File: src/rtl/branch_step_ctrl.sv
// Fetch-and-branch T-step sequencer: walks T0..T6 for a conditional branch,
// with a bounded memory wait in T1 and sticky error reporting.
module branch_step_ctrl #(
    parameter logic [4:0]  BR_OPCODE   = 5'b10010,
    parameter int unsigned MEM_TIMEOUT = 15
) (
    input  logic        clk,
    input  logic        reset,
    input  logic        start,
    input  logic [4:0]  IR_31_27,
    input  logic        CON,
    input  logic        mem_rdy,
    output logic [15:0] ctrl,
    output logic [2:0]  step,
    output logic        busy,
    output logic        done,
    output logic [1:0]  err_code
);

    localparam int unsigned CNT_W = $clog2(MEM_TIMEOUT + 1);

    localparam logic [15:0] PC_OUT   = 16'h0001;
    localparam logic [15:0] MAR_IN   = 16'h0002;
    localparam logic [15:0] INC_PC   = 16'h0004;
    localparam logic [15:0] Z_IN     = 16'h0008;
    localparam logic [15:0] ZLOW_OUT = 16'h0010;
    localparam logic [15:0] PC_IN    = 16'h0020;
    localparam logic [15:0] READ     = 16'h0040;
    localparam logic [15:0] MDR_IN   = 16'h0080;
    localparam logic [15:0] MDR_OUT  = 16'h0100;
    localparam logic [15:0] IR_IN    = 16'h0200;
    localparam logic [15:0] GRA      = 16'h0400;
    localparam logic [15:0] R_OUT    = 16'h0800;
    localparam logic [15:0] CON_IN   = 16'h1000;
    localparam logic [15:0] Y_IN     = 16'h2000;
    localparam logic [15:0] C_OUT    = 16'h4000;
    localparam logic [15:0] ADD      = 16'h8000;

    localparam logic [1:0] ERR_NONE    = 2'b00;
    localparam logic [1:0] ERR_OPCODE  = 2'b01;
    localparam logic [1:0] ERR_TIMEOUT = 2'b10;

    typedef enum logic [3:0] {
        IDLE, T0, T1, T2, T3, T4, T5, T6, DONE, ERR
    } state_t;

    state_t           state, state_n;
    logic [CNT_W-1:0] wait_cnt, wait_cnt_n;
    logic [1:0]       err_n;
    logic [15:0]      ctrl_q, ctrl_n;
    logic [2:0]       step_n;
    logic             t6_q;

    // Next-state, wait counter and error capture.
    always_comb begin
        state_n    = state;
        wait_cnt_n = wait_cnt;
        err_n      = err_code;
        case (state)
            IDLE: if (start) state_n = T0;
            T0: begin
                state_n    = T1;
                wait_cnt_n = '0;
            end
            T1: begin
                if (mem_rdy) begin
                    state_n = T2;
                end else if (wait_cnt == CNT_W'(MEM_TIMEOUT)) begin
                    state_n = ERR;
                    err_n   = ERR_TIMEOUT;
                end else begin
                    wait_cnt_n = wait_cnt + CNT_W'(1);
                end
            end
            T2: state_n = T3;
            T3: begin
                if (IR_31_27 != BR_OPCODE) begin
                    state_n = ERR;
                    err_n   = ERR_OPCODE;
                end else begin
                    state_n = T4;
                end
            end
            T4:   state_n = T5;
            T5:   state_n = T6;
            T6:   state_n = DONE;
            DONE: state_n = IDLE;
            ERR:  state_n = ERR;
            default: begin
                state_n = IDLE;
                err_n   = ERR_NONE;
            end
        endcase
    end

    // Strobes for the state being entered, so the registered outputs track the state.
    always_comb begin
        ctrl_n = '0;
        step_n = 3'd7;
        case (state_n)
            T0: begin
                ctrl_n = PC_OUT | MAR_IN | INC_PC | Z_IN;
                step_n = 3'd0;
            end
            T1: begin
                ctrl_n = READ | MDR_IN;
                if (state != T1) ctrl_n = ctrl_n | ZLOW_OUT | PC_IN;
                step_n = 3'd1;
            end
            T2: begin
                ctrl_n = MDR_OUT | IR_IN;
                step_n = 3'd2;
            end
            T3: begin
                ctrl_n = GRA | R_OUT | CON_IN;
                step_n = 3'd3;
            end
            T4: begin
                ctrl_n = PC_OUT | Y_IN;
                step_n = 3'd4;
            end
            T5: begin
                ctrl_n = C_OUT | ADD | Z_IN;
                step_n = 3'd5;
            end
            T6: begin
                ctrl_n = ZLOW_OUT;
                step_n = 3'd6;
            end
            default: ;
        endcase
    end

    always_ff @(posedge clk) begin
        if (reset) begin
            state    <= IDLE;
            wait_cnt <= '0;
            err_code <= ERR_NONE;
            ctrl_q   <= '0;
            step     <= 3'd7;
            busy     <= 1'b0;
            done     <= 1'b0;
            t6_q     <= 1'b0;
        end else begin
            state    <= state_n;
            wait_cnt <= wait_cnt_n;
            err_code <= err_n;
            ctrl_q   <= ctrl_n;
            step     <= step_n;
            busy     <= (step_n != 3'd7);
            done     <= (state_n == DONE);
            t6_q     <= (state_n == T6);
        end
    end

    // The branch PC load follows CON live during T6.
    assign ctrl = ctrl_q | (t6_q && CON ? PC_IN : 16'h0000);

endmodule

File: config.mk
export PLATFORM = sky130hd
export DESIGN_NAME = branch_step_ctrl
export DESIGN_NICKNAME = d
export VERILOG_FILES = /design/src/rtl/branch_step_ctrl.sv
export SDC_FILE = /design/constraint.sdc
export NUM_CORES = 1
export LEC_CHECK = 0
export ABC_AREA = 1
export CORE_UTILIZATION = 40
export CTS_CLUSTER_SIZE = 20
export DETAILED_ROUTE_END_ITERATION = 7
export PLACE_DENSITY_LB_ADDON = 0.25
export SYNTH_ARGS = -nofsm -noshare
export SYNTH_HDL_FRONTEND = slang
export SYNTH_SLANG_ARGS = --single-unit
File: constraint.sdc
create_clock -name clk -period 1.5 [get_ports clk]
set_input_delay 0.45 -clock clk [delete_from_list [all_inputs] [get_ports clk]]
set_output_delay 0.45 -clock clk [all_outputs]
set_load 0.1 [all_outputs]
# [Word level (Yosys, flattened, before mapping)]
# Cells that the tools add are included.
[totals] register_bits=32 out_inout_bits=23 word_cells=58
[classes] addsub=1 n_eq_ne=25 n_mux=16 bitwise_logic=2 n_reduce_logical=6
[op_table] cell="16-bit one-hot mux with 7 select lines" n=1
[op_table] cell="4-bit one-hot mux with 9 select lines" n=1
[op_table] cell="4-bit by 3-bit == test with 1-bit output (second input constant)" n=8
[op_table] cell="4-bit 2-to-1 mux" n=6
[op_table] cell="3-bit one-hot mux with 7 select lines" n=1
[op_table] cell="4-bit by 2-bit == test with 1-bit output (second input constant)" n=4
[op_table] cell="4-bit == test (second input constant)" n=4
[op_table] cell="16-bit by 6-bit OR with 16-bit output" n=1
[op_table] cell="6-bit 2-to-1 mux" n=2
[op_table] cell="4-bit by 1-bit == test with 1-bit output (second input constant)" n=2
[op_table] cell="2-bit != test (second input constant)" n=4
[op_table] cell="4-bit one-hot mux with 2 select lines" n=1
[op_table] cell="8-bit OR reduction" n=1
[op_table] cell="2-bit 2-to-1 mux" n=3
[op_table] cell="2-bit one-hot mux with 3 select lines" n=1
[op_table] cell="5-bit != test (second input constant)" n=1
[op_table] cell="4-bit by 1-bit adder with 4-bit output (second input constant)" n=1
[op_table] cell="4-bit zero test" n=1
[op_table] cell="4-bit by 2-bit != test with 1-bit output (second input constant)" n=1
[op_table] cell="4-bit AND reduction" n=1
[op_table] cell="3-bit != test (second input constant)" n=1
[op_table] cell="3-bit AND reduction" n=1
[op_table] cell="2-bit nonzero test" n=1
[op_table] cell="1-bit logical AND" n=1
[op_table] cell="1-bit inverter" n=1

# [Logic depth before layout (Yosys ltp)]
[depth] ltp_word=7 mapped_depth=9 ltp_nobuf=9

# [Worst setup path before layout]
# OpenSTA, ideal clock, no wires.
[synth_path] kind="input-to-output" start="in CON" end="out ctrl[5]" t_arrival_ns=1.103 setup_slack_ns=-0.053 cell_stages=1 path_buffers=0 path_cell_list="a21o_1"
[synth_via] elab_chain_len=3
[synth_rtl] item="start, declared" line="11" source="input logic CON,"
[synth_rtl] item="1-bit logical AND" line="157" source="assign ctrl = ctrl_q | (t6_q && CON ? PC_IN : 16'h0000);"
[synth_rtl] item="6-bit 2-to-1 mux" line="157"
[synth_rtl] item="16-bit by 6-bit OR with 16-bit output" line="157"
[synth_rtl] item="end, declared" line="13" source="output logic [15:0] ctrl,"
# No other way between the ends.

# [Worst setup path after layout]
[layout_path] start="reg ctrl_q[5]" end="out ctrl[5]"
[layout_via] elab_chain_len=1
[layout_rtl] item="start, declared" line="50" source="logic [15:0] ctrl_q, ctrl_n;"
[layout_rtl] item="start signal, assigned" line="148" source="ctrl_q <= ctrl_n;"
[layout_rtl] item="16-bit by 6-bit OR with 16-bit output" line="157"
# No other way between the ends.

==> results by stage <==
Placement:
- The congestion estimate from routability-driven global placement came to 0.806.
- The placed instance count is 214.
- The number of buffers inserted by port buffering is 32.
- Once detailed placement completed, the half-perimeter wirelength came to around 2000 µm.

Critical path:
- The highest net fanout along the worst path is 1.
- The worst setup path is captured at a primary output.
- For the worst setup path, the data required time is about 1100 ps.
- The launching element type of the critical path is a flop.
- The arrival time of data at the critical path endpoint is just over 1000 ps.
- The kind of critical path is flop to primary output.

STA:
- The maximum clock frequency is slightly below 700 MHz.
- The count of pins over their slew limit is 0.
- The worst path in the final design needs a cycle of 1460 ps, including I/O delays and setup.
- On the final layout, the worst hold slack is just over 500 ps.
- In the finished design, the share of the clock period the worst path needs comes to 0.970.
- The number of hold-slack violations in the final timing report is 0.
- The clock skew is around 1.9 ps.
- Setup repair after global routing left no endpoint under its margin.
- The actual slew at the worst max-slew pin is 252 ps.
- Setup violations remaining at the end of the flow were counted as 0.
- The worst relative slew slack is 0.832.

GRT:
- The via count of the first global-routing pass is about 990.
- The initial antenna violation count is 0.
- Summed over all layers, the global routing overflow is 0.
- The global-route usage over all layers is 0.167.
- Entering global routing, the biggest net connects 19 pins.
- The first global-routing pass estimated 4200 µm of wire.

Worst hold path:
- The type of the worst min-delay path is flop to flop.

Power and ir drop:
- Power spread over the standard cell area amounts to 1460 nW/µm².
- The share of total power dissipated in combinational logic is 0.555.
- The worst-case IR drop observed on VDD is between 0.0007 and 0.0008 V.
- Of the total power, the share spent switching nets is 0.472.
- The portion of total power attributed to sequential cells is 0.333.
- The leakage power is about 0.76 nW.
- The internal power contribution is approximately 0.0014 W.
- The power share of the clock group is 0.112.
- For this design the total switching power over the nets is 0.00124 W.

Clock network:
- For this design, the CTS-stage hold fixing added 0 buffers.
- In this run the post-CTS setup repair buffer count came out at 0.
- Counting the buffers created by CTS gives 3.
- Counting along the longest clock path gives a buffer depth of 2.
- The clock net in this run drives a total of 26 sinks.
- The root buffer selected by CTS is sky130_fd_sc_hd__clkbuf_4.
- CTS built an H-tree with a depth of 1.
- After clock tree synthesis, the clock-pin slew on the worst setup and hold paths is about 130 ps.
- The later pin in the worst-skew pair is clocked with a latency of 320 ps.
- TritonCTS built the clock tree.

Synthesis:
- When the netlist entered floorplanning its net count stood at 170.
- The cell type with the largest total area after synthesis is sky130_fd_sc_hd__dfxtp_1.
- The share of synthesized area in the top cell type comes to 0.432.
- In this run, synthesis produced a sequential element count of 26.
- The mean area per synthesized cell is 7.58 µm².
- The Yosys warning count is 0.
- The cell count after synthesis came out at 159.
- The share of the Yosys chip area taken by registers is 0.432.
- The area of the mapped netlist is roughly 1200 µm².
- Sorting the synthesized cells by area gives the leading types as sky130_fd_sc_hd__dfxtp_1, sky130_fd_sc_hd__buf_4, sky130_fd_sc_hd__nor2_1.
- The number of different library cells used by synthesis comes to 23.

Finish:
- The number of antenna diodes in the final layout is 0.
- In the final layout, the share of cells above drive strength 1 is 0.323.
- The most common cell after layout, fill and taps aside is sky130_fd_sc_hd__nor2_1.
- The filler cells instantiated in the layout total 238.
- The register cell area after layout is about 530 µm².
- The area of the multi-input gates is around 550 µm².
- The area growth from synthesis to layout is 49.2%.
- Leaving out fill and tap cells, the most frequent cells in the layout are sky130_fd_sc_hd__nor2_1, sky130_fd_sc_hd__nand2_1, sky130_fd_sc_hd__buf_12, sky130_fd_sc_hd__dfxtp_1, sky130_fd_sc_hd__nand3_1.
- The number of nets in the final layout is roughly 200.
- The finished layout holds between 200 and 250 standard cells, fillers aside.

Drt:
- The post-route DRC violation count is 6.
- The post-detailed-route count of antenna-violating nets is 0.
- The final routed wirelength across all metal layers is ~2500 µm.
- The first TritonRoute pass finished after 6 iterations.
- The routed via count is 1092.
- After detailed routing, the average wire length per cell comes to 11.7 µm.
- The starting DRC count in detailed routing is 37.
- Using the TritonRoute via totals, the vias-per-cell ratio works out to ~5.

Outcome:
- The checks that failed: design-rule violations.
- The run finished, with violations left.

Floorplanning:
- Row generation in the floorplan step produced 19 rows.
- The floorplan step set the die height to between 50 and 60 µm.
- The core region area is about 2800 µm².
- The die covers 3240 µm².
- The number of placed I/O pins is 33.
- The die is approximately 57 µm wide.
- The starting density of the core is 0.430.

Run:
- Max-cap violations in this run came to 0.
[per-layer routing]
layer  part of all wire  vias to the layer above  GRT usage
li1                   -                      554          -
met1               0.43                      485      0.199
met2               0.49                       46      0.274
met3              0.057                        7     0.0276
met4              0.025                        0      0.111
met5                  0                        -          0
[worst paths after layout]
check	from	to	slack [ps]	cells after the start
max	ctrl_q[5]	ctrl[5]	40	2
min	wait_cnt[1]	wait_cnt[1]	500	2
max reg2reg	state[0]	wait_cnt[3]	120	7
min reg2reg	wait_cnt[1]	wait_cnt[1]	500	2
[registers in the layout, indices dropped and copies added (netlist names)]
| signal | count |
|---|---|
| ctrl_q | 10 |
| state | 4 |
| wait_cnt | 4 |
| step | 3 |
| err_code | 2 |
| busy | 1 |
| done | 1 |
| t6_q | 1 |
[worst max-delay path, cell delays in order, from the launching register on]
cell	delay (ps)
sky130_fd_sc_hd__dfxtp_1	320
sky130_fd_sc_hd__a21o_2	200
sky130_fd_sc_hd__buf_12	160
[per-stage QoR]
step                      utilization  TNS [ps]  total power (W)  cell area (µm²)  worst slack [ps]
after floorplan                     -         0          0.00183             1210               125
after global placement          0.621     -1400          0.00231             1740              -174
after detailed placement        0.621     -1790          0.00232             1740              -193
after CTS                       0.630         0          0.00261             1770              2.45
after global routing            0.641         0          0.00273             1800              9.49
final                           0.641         0          0.00263             1800              44.7
[what timing repair did]
item | in CTS | in global routing
cloned | 0 | 0
endpoints found under the setup margin | 4 | 11
resized for setup | 3 | 11
pin swaps | 1 | 0
[power groups by stage]
| stage | clock network (W) | logic (W) | registers, W |
|---|---|---|---|
| global placement | 0 | 0.00142 | 0.000889 |
| CTS | 0.000309 | 0.00143 | 0.000875 |
| global route | 0.000317 | 0.00153 | 0.000885 |
| detailed placement | 0 | 0.00143 | 0.000890 |
| floorplan | 0 | 0.000695 | 0.00114 |
| finish | 0.000295 | 0.00146 | 0.000878 |
[logic make-up (layout without fill, tap and decap cells)]
kind of cell / Yosys count / after routing / share of synthesized area
xor gates and xnor gates: 1 / 1 / 0.00727
buffers and inverters: 28 / 55 / 0.134
AOI/OAI and AO/OA: 14 / 14 / 0.0665
and+or+nand+nor: 89 / 89 / 0.350
adders and majority gates: 1 / 1 / 0.0104
DFF: 26 / 26 / 0.432
[Yosys cell counts]
cell                       instances
sky130_fd_sc_hd__and2_1            1
sky130_fd_sc_hd__xnor2_1           1
sky130_fd_sc_hd__nand4_1           2
sky130_fd_sc_hd__nor2_1           28
sky130_fd_sc_hd__a31oi_1           4
sky130_fd_sc_hd__inv_1             7
sky130_fd_sc_hd__nand2_1          26
sky130_fd_sc_hd__nand3_2           2
sky130_fd_sc_hd__buf_4            15
sky130_fd_sc_hd__and3_2            1
sky130_fd_sc_hd__clkbuf_1          2
sky130_fd_sc_hd__a21o_1            1
sky130_fd_sc_hd__ha_1              1
sky130_fd_sc_hd__nand3_1          18
sky130_fd_sc_hd__dfxtp_1          26
sky130_fd_sc_hd__nor3_1            1
sky130_fd_sc_hd__nand2_4           1
sky130_fd_sc_hd__a21oi_1           8
sky130_fd_sc_hd__a21boi_0          1
sky130_fd_sc_hd__nand2_2           3
sky130_fd_sc_hd__nor2_4            2
sky130_fd_sc_hd__nor2_2            4
sky130_fd_sc_hd__inv_2             4
[layout make-up]
class	instances	area share
Clock buffer	3	0.0125
Inverter	11	0.0230
Timing Repair Buffer	41	0.344
Multi-Input combinational cell	105	0.305
Sequential cell	26	0.294
Tap cell	31	0.0216
Power figures use the tool's default switching activity.
